File: config.mk
export PLATFORM = sky130hd
export DESIGN_NAME = instr_fetch_unit
export DESIGN_NICKNAME = d
export VERILOG_FILES = /design/src/rtl/instr_fetch_unit.sv
export SDC_FILE = /design/constraint.sdc
export NUM_CORES = 1
export LEC_CHECK = 0
export CAP_MARGIN = 0
export CORE_ASPECT_RATIO = 1.2
export CORE_MARGIN = 3
export CORE_UTILIZATION = 46
export DETAILED_ROUTE_END_ITERATION = 16
export PLACE_DENSITY = 0.87
export SYNTH_ARGS = -nofsm -noshare
export SYNTH_HDL_FRONTEND = slang
export SYNTH_SLANG_ARGS = --single-unit
File: constraint.sdc
create_clock -name clk -period 7.3 [get_ports clk]
set_input_delay 1.095 -clock clk [delete_from_list [all_inputs] [get_ports clk]]
set_output_delay 1.095 -clock clk [all_outputs]
set_load 0.03 [all_outputs]
File: src/rtl/instr_fetch_unit.sv
// Program counter owner and instruction fetch FSM for the RV32I core.
// Optional feature macro: MISALIGN_TRAP_EN (trap on misaligned next-PC instead of forcing alignment).
module instr_fetch_unit #(
  parameter logic [31:0] RESET_PC       = 32'h0000_0000,
  parameter int          TIMEOUT_CYCLES = 16
) (
  input  logic        clk,
  input  logic        rst,
  output logic        imem_req,
  output logic [31:0] imem_addr,
  input  logic        imem_rvalid,
  input  logic [31:0] imem_rdata,
  output logic [31:0] instr,
  output logic        instr_valid,
  input  logic        instr_ready,
  output logic [31:0] pc,
  output logic [31:0] pc_plus4,
  input  logic [1:0]  N_PC,
  input  logic        branch,
  input  logic        br_taken,
  input  logic [31:0] imm,
  input  logic [31:0] alu_result,
  output logic        fetch_err,
  output logic        misalign_exc
);

  localparam int TW = (TIMEOUT_CYCLES > 1) ? $clog2(TIMEOUT_CYCLES) : 1;
  localparam logic [TW-1:0] TIMER_LAST = TW'(TIMEOUT_CYCLES - 1);

  typedef enum logic [2:0] {
    S_IDLE  = 3'd0,
    S_REQ   = 3'd1,
    S_WAIT  = 3'd2,
    S_VALID = 3'd3,
    S_ERR   = 3'd4,
    S_TRAP  = 3'd5
  } state_t;

  state_t        state_r;
  logic [31:0]   pc_r;
  logic [31:0]   instr_r;
  logic          instr_valid_r;
  logic          imem_req_r;
  logic          fetch_err_r;
  logic          misalign_exc_r;
  logic [TW-1:0] timer_r;

  logic [31:0]   pc_plus4_s;
  logic [31:0]   next_pc_raw_s;
  logic [31:0]   next_pc_s;
  logic          misalign_s;

  assign pc_plus4_s = pc_r + 32'd4;

  // Next-PC selection from the control unit's decode of the current instruction
  always_comb begin
    next_pc_raw_s = pc_plus4_s;
    case (N_PC)
      2'b00:   next_pc_raw_s = pc_plus4_s;
      2'b01:   next_pc_raw_s = pc_r + imm;
      2'b10:   next_pc_raw_s = (branch && br_taken) ? (pc_r + imm) : pc_plus4_s;
      2'b11:   next_pc_raw_s = alu_result & ~32'h0000_0001;
      default: next_pc_raw_s = pc_plus4_s;
    endcase
  end

  // Alignment handling: either flag the bad target or silently word-align it
  always_comb begin
`ifdef MISALIGN_TRAP_EN
    next_pc_s  = next_pc_raw_s;
    misalign_s = (next_pc_raw_s[1:0] != 2'b00);
`else
    next_pc_s  = next_pc_raw_s & 32'hFFFF_FFFC;
    misalign_s = 1'b0;
`endif
  end

  // Fetch FSM: owns pc, the request pulse, the instruction latch and sticky errors
  always_ff @(posedge clk) begin
    if (rst) begin
      state_r        <= S_IDLE;
      pc_r           <= RESET_PC;
      instr_r        <= 32'h0000_0000;
      instr_valid_r  <= 1'b0;
      imem_req_r     <= 1'b0;
      fetch_err_r    <= 1'b0;
      misalign_exc_r <= 1'b0;
      timer_r        <= '0;
    end else begin
      case (state_r)
        S_IDLE: begin
          imem_req_r <= 1'b1;
          state_r    <= S_REQ;
        end
        S_REQ: begin
          imem_req_r <= 1'b0;
          timer_r    <= '0;
          state_r    <= S_WAIT;
        end
        S_WAIT: begin
          imem_req_r <= 1'b0;
          if (imem_rvalid) begin
            instr_r       <= imem_rdata;
            instr_valid_r <= 1'b1;
            state_r       <= S_VALID;
          end else if (timer_r == TIMER_LAST) begin
            fetch_err_r <= 1'b1;
            state_r     <= S_ERR;
          end else begin
            timer_r <= timer_r + {{(TW-1){1'b0}}, 1'b1};
          end
        end
        S_VALID: begin
          if (instr_ready) begin
            instr_valid_r <= 1'b0;
            if (misalign_s) begin
              // pc keeps the offending instruction's address for the trap handler
              misalign_exc_r <= 1'b1;
              imem_req_r     <= 1'b0;
              state_r        <= S_TRAP;
            end else begin
              pc_r       <= next_pc_s;
              imem_req_r <= 1'b1;
              state_r    <= S_REQ;
            end
          end else begin
            imem_req_r <= 1'b0;
          end
        end
        S_ERR, S_TRAP: begin
          imem_req_r <= 1'b0;
        end
        default: begin
          imem_req_r <= 1'b0;
          state_r    <= S_IDLE;
        end
      endcase
    end
  end

  assign imem_req     = imem_req_r;
  assign imem_addr    = pc_r;
  assign instr        = instr_r;
  assign instr_valid  = instr_valid_r;
  assign pc           = pc_r;
  assign pc_plus4     = pc_plus4_s;
  assign fetch_err    = fetch_err_r;
  assign misalign_exc = misalign_exc_r;

endmodule

### Word level (Yosys, flattened, before mapping)

Cells that the tools add are included.

* reductions and logical operators: 12
* mux-type cells: 14
* $add $sub $neg: 3
* eq/ne operators: 14
* bitwise logic cells: 2

Operators by type and width (count)
* $pmux 32 s4: 1
* $add 32x3->32 const B: 1
* $add 32x32->32: 1
* $mux 32: 1
* $pmux 3 s5: 1
* $reduce_and 3->1: 4
* $mux 3: 3
* $mux 4: 2
* $ne 2x2->1 const B: 4
* $pmux 4 s2: 1
* $eq 3x2->1 const B: 2
* $eq 3x3->1 const B: 2
* $add 4x1->4 const B: 1
* $eq 2x2->1 const B: 2
* $eq 4x4->1 const B: 1
* $pmux 1 s2: 2
* $reduce_and 2->1: 2
* $reduce_bool 2->1: 2
* $eq 3x1->1 const B: 1
* $logic_not 3->1: 1
* $mux 1: 3
* $ne 3x3->1 const B: 1
* $eq 2x1->1 const B: 1
* $logic_not 2->1: 1
* 3 further kinds: 4

* output and inout bits: 132
* bits in registers: 72
* word-level logic and storage cells: 52
* bits of input ports: 104

### Depth between registers and ports, before layout

* depth after elaboration: 4
* depth in mapped cells: 11
* mapped depth without buffers: 11

### Worst setup path after synthesis

Ideal clock, no wire load.

* path type: flip-flop to output port
* start: register pc_r[14] (netlist: imem_addr[14])
* end: output pc_plus4[28]
* arrival time: 2.652 ns
* buffers on the path: 0
* path slack: 3.553 ns
* stages on the path, launching flop included: 7
* cell sequence: dfxtp_1 -> nand4_2 -> or4_4 -> or2_2 -> nor2_1 -> nand3_1 -> xnor2_1

* longest elaborated chain between the ends: 1

RTL lines
* start: declaration: RTL line 40 `logic [31:0] pc_r;`
* start signal: assignment: RTL line 122 `pc_r <= next_pc_s;`
* $add 32x3->32: RTL line 53 `assign pc_plus4_s = pc_r + 32'd4;`
* end: declaration: RTL line 17 `output logic [31:0] pc_plus4,`

Every way passes these cells.

### Final worst setup path

* start: register pc_r[13] (netlist: imem_addr[13])
* end: output pc_plus4[28]

Same word-level chain as after synthesis.

==> qor.yml <==
placed_design:
  place_inst: 1015
  dpl_hpwl_um: 12800
  placedInstanceArea_mm2: 0.00736
  numPortBuffers: 224
  gp_congestion: 0.938
  pre_cts_ws_ns: 2.79
cts:
  clock_sinks: 72
  cts_hold_repair.buffers: 0
  cts.root.buffer_cell: "sky130_fd_sc_hd__clkbuf_16"
  cts.htree.levels: 3
  cts_resized: 0
  cts.reportedPaths.clkPinSlew_ns: 0.06
  cts_inserted_buffers: 9
  postCtsSetupRepairBufs: 0
  cts.path.max_buffers: 2
  tritoncts_clock_tree: "done"
  worst_skew_pair.late_latency_ns: 0.34
detailed_routing:
  detail_route.iter0.violations: 299
  antenna_violating_nets_post_route: 0
  post_drt_via_cell_ratio: 5.63
  drt-pass1-iter-count: 5
  drcViolationCount: 0
  routed-via-count: 5801
  wl_per_cell_um: 16.9
  drt_wl_total_um: 17400
logic_synthesis:
  syn-cell-area_mm2: 0.00529
  synthFlopType: "sky130_fd_sc_hd__dfxtp_1"
  yosys.cell_types.count: 59
  netlist_instances: 702
  yosys_warnings: 0
  per_instance_average_area_after_synthesis_um2: 7.53
  number_of_enable_flip_flop_cells_after_synthesis: 0
  yosysSeqAreaShare_pct: 27.3
  synth_async_sr_flop_share_pct: 0
  postSynthRegisterBits: 72
worst_setup_path:
  critical_path_capture_point_type: "primary output"
  critical_path_required_ns: 6.20
  path_cells: "nand4_2 -> or4_4 -> or2_2 -> nor2_1 -> nand3_1 -> xnor2_1 -> clkdlybuf4s50_1"
  critical-path-max-stage-delay_ns: 0.69
  timing.setup.critical_path_class: "register to primary output"
  setup.worst_path.start_class: "register"
  critical_path.max_fanout: 9
  arrival_ns: 3.54
  critical_path.slowest_cell: "sky130_fd_sc_hd__clkdlybuf4s50_1"
grt:
  globalRouteOverflowTotal: 0
  first_global_vias: 5508
  grt_first_pass_wirelength_um: 27400
  grt_util_all_layers_pct: 26.0
  grt_max_degree: 57
  number_of_antenna_violations_at_the_first_check_in_global_routing: 0
timing:
  max-slew-margin-rel_pct: 20.6
  finalWorstPathRequiredPeriod_ns: 4.63
  setup_violations: 0
  setup_ws_ns: 2.67
  timing.final.max_slew_violations: 0
  worstMarginPinSlew_ns: 1.19
  timing.final.crit_share_pct: 63.5
  finalClockSkew_ns: 0.00662
  final_hold_viol_count: 0
  setup_total_negative_slack_ns: 0
  achievable-frequency_mhz: 216
  rsz0062_at_grt: "no"
  whs_ns: 0.452
pwr:
  power_density_mw_per_mm2: 160
  p_leak_nw: 2.94
  largest_vdd_supply_drop_mv: 0.0976
  report.power.total_mw: 1.23
flow_run:
  cap_violations: 0
cells_and_area:
  fillCellCount: 910
  diodes: 0
  final_common_cell: "sky130_fd_sc_hd__clkdlybuf4s50_1"
  nNetsFinal: 1008
  final_cell_count_no_fill: 1031
  post-route-util_pct: 69.0
  growth_of_design_area_from_synthesis_to_finish_pct: 45.3
  final_cell_mix: "sky130_fd_sc_hd__clkdlybuf4s50_1 (223), sky130_fd_sc_hd__nand2_1 (111), sky130_fd_sc_hd__a21oi_1 (94)"
  final_layout_size_suffix_gt1_share_pct: 4.22
  fin_area_mm2: 0.00768
die:
  floorplan.core_area_mm2: 0.0111
  die_y_um: 123
  initial_standard_cell_utilization_of_the_core_pct: 47.5
  rows: 42
  die_outline_area_mm2: 0.0128
  num_io_pins: 236
  floorplan.die.width_um: 104
min_path:
  hold_path_class: "register to register"
run_status:
  outcome: "finished clean"
## layer usage
metal / vias to the layer above / global-route usage [%] / part of all wire, %
met5: - / 0 / 0
met3: 36 / 4.33 / 5.0
met4: 0 / 10.6 / 2.4
li1: 2819 / - / -
met2: 207 / 46.8 / 51
met1: 2739 / 31.1 / 41
## sequential cells by signal, indices dropped and copies added (netlist names)
register / cells
fetch_err: 1
timer_r: 4
instr: 32
state_r: 3
imem_req: 1
imem_addr: 30
instr_valid: 1
## cells in the mapped netlist, types with 8 or more instances
cell | instances | area, um^2
sky130_fd_sc_hd__a21o_1 | 13 | 97.6
sky130_fd_sc_hd__a21oi_1 | 94 | 470
sky130_fd_sc_hd__a221o_1 | 8 | 80.1
sky130_fd_sc_hd__a221oi_1 | 23 | 201
sky130_fd_sc_hd__and2_1 | 10 | 62.6
sky130_fd_sc_hd__buf_4 | 37 | 278
sky130_fd_sc_hd__clkbuf_1 | 34 | 128
sky130_fd_sc_hd__dfxtp_1 | 72 | 1440
sky130_fd_sc_hd__ha_1 | 31 | 388
sky130_fd_sc_hd__inv_1 | 17 | 63.8
sky130_fd_sc_hd__nand2_1 | 111 | 417
sky130_fd_sc_hd__nand3_1 | 20 | 100
sky130_fd_sc_hd__nand4_1 | 12 | 75.1
sky130_fd_sc_hd__nor2_1 | 36 | 135
sky130_fd_sc_hd__nor3_1 | 11 | 55.1
sky130_fd_sc_hd__o21ai_0 | 34 | 170
sky130_fd_sc_hd__xnor2_1 | 33 | 289
sky130_fd_sc_hd__xor2_1 | 18 | 158
## area by class of cell
type / instances / area, um^2 / area share (%)
Clock inverter: 6 / 92.6 / 1.21
Clock buffer: 10 / 229 / 2.98
Inverter: 17 / 63.8 / 0.830
Sequential cell: 72 / 1440 / 18.8
Timing Repair Buffer: 228 / 2270 / 29.5
Tap cell: 154 / 193 / 2.51
Multi-Input combinational cell: 544 / 3400 / 44.2
## worst max-delay path: cells and delay by family, from the launching register on
family / cells / cell delay (ns)
XOR/XNOR: 1 / 0.22
flip-flops: 1 / 0.51
AND/OR/NAND/NOR: 5 / 1.78
buffers and inverters: 1 / 0.69
## power breakdown
part | leakage [nW] | internal (mW) | total [mW] | switching (mW)
clock | 0.149 | 0.301 | 0.481 | 0.179
sequential | 0.583 | 0.408 | 0.426 | 0.0182
combinational | 2.21 | 0.144 | 0.319 | 0.175
total | 2.94 | 0.854 | 1.23 | 0.373
## worst paths after layout
path	start	end	slack, ns	cells after the start
setup / recovery	imem_addr[13]	pc_plus4[28]	2.67	7
hold / removal	instr[4]	instr[4]	0.45	2
setup reg to reg	imem_addr[2]	imem_addr[30]	3.79	11
hold reg to reg	instr[4]	instr[4]	0.45	2
## cells by family after synthesis
kind of cell    count (synthesis)  synth area share [%]
mux                             2                 0.379
buf+inv                        92                  9.16
xor+xnor                       51                  8.45
compound gates                215                  25.8
flops                          72                  27.3
simple gates                  237                  21.1
other cells                     1                0.0709
fa+ha+maj                      32                  7.71
Note: power is estimated with default switching activity, not from simulation.
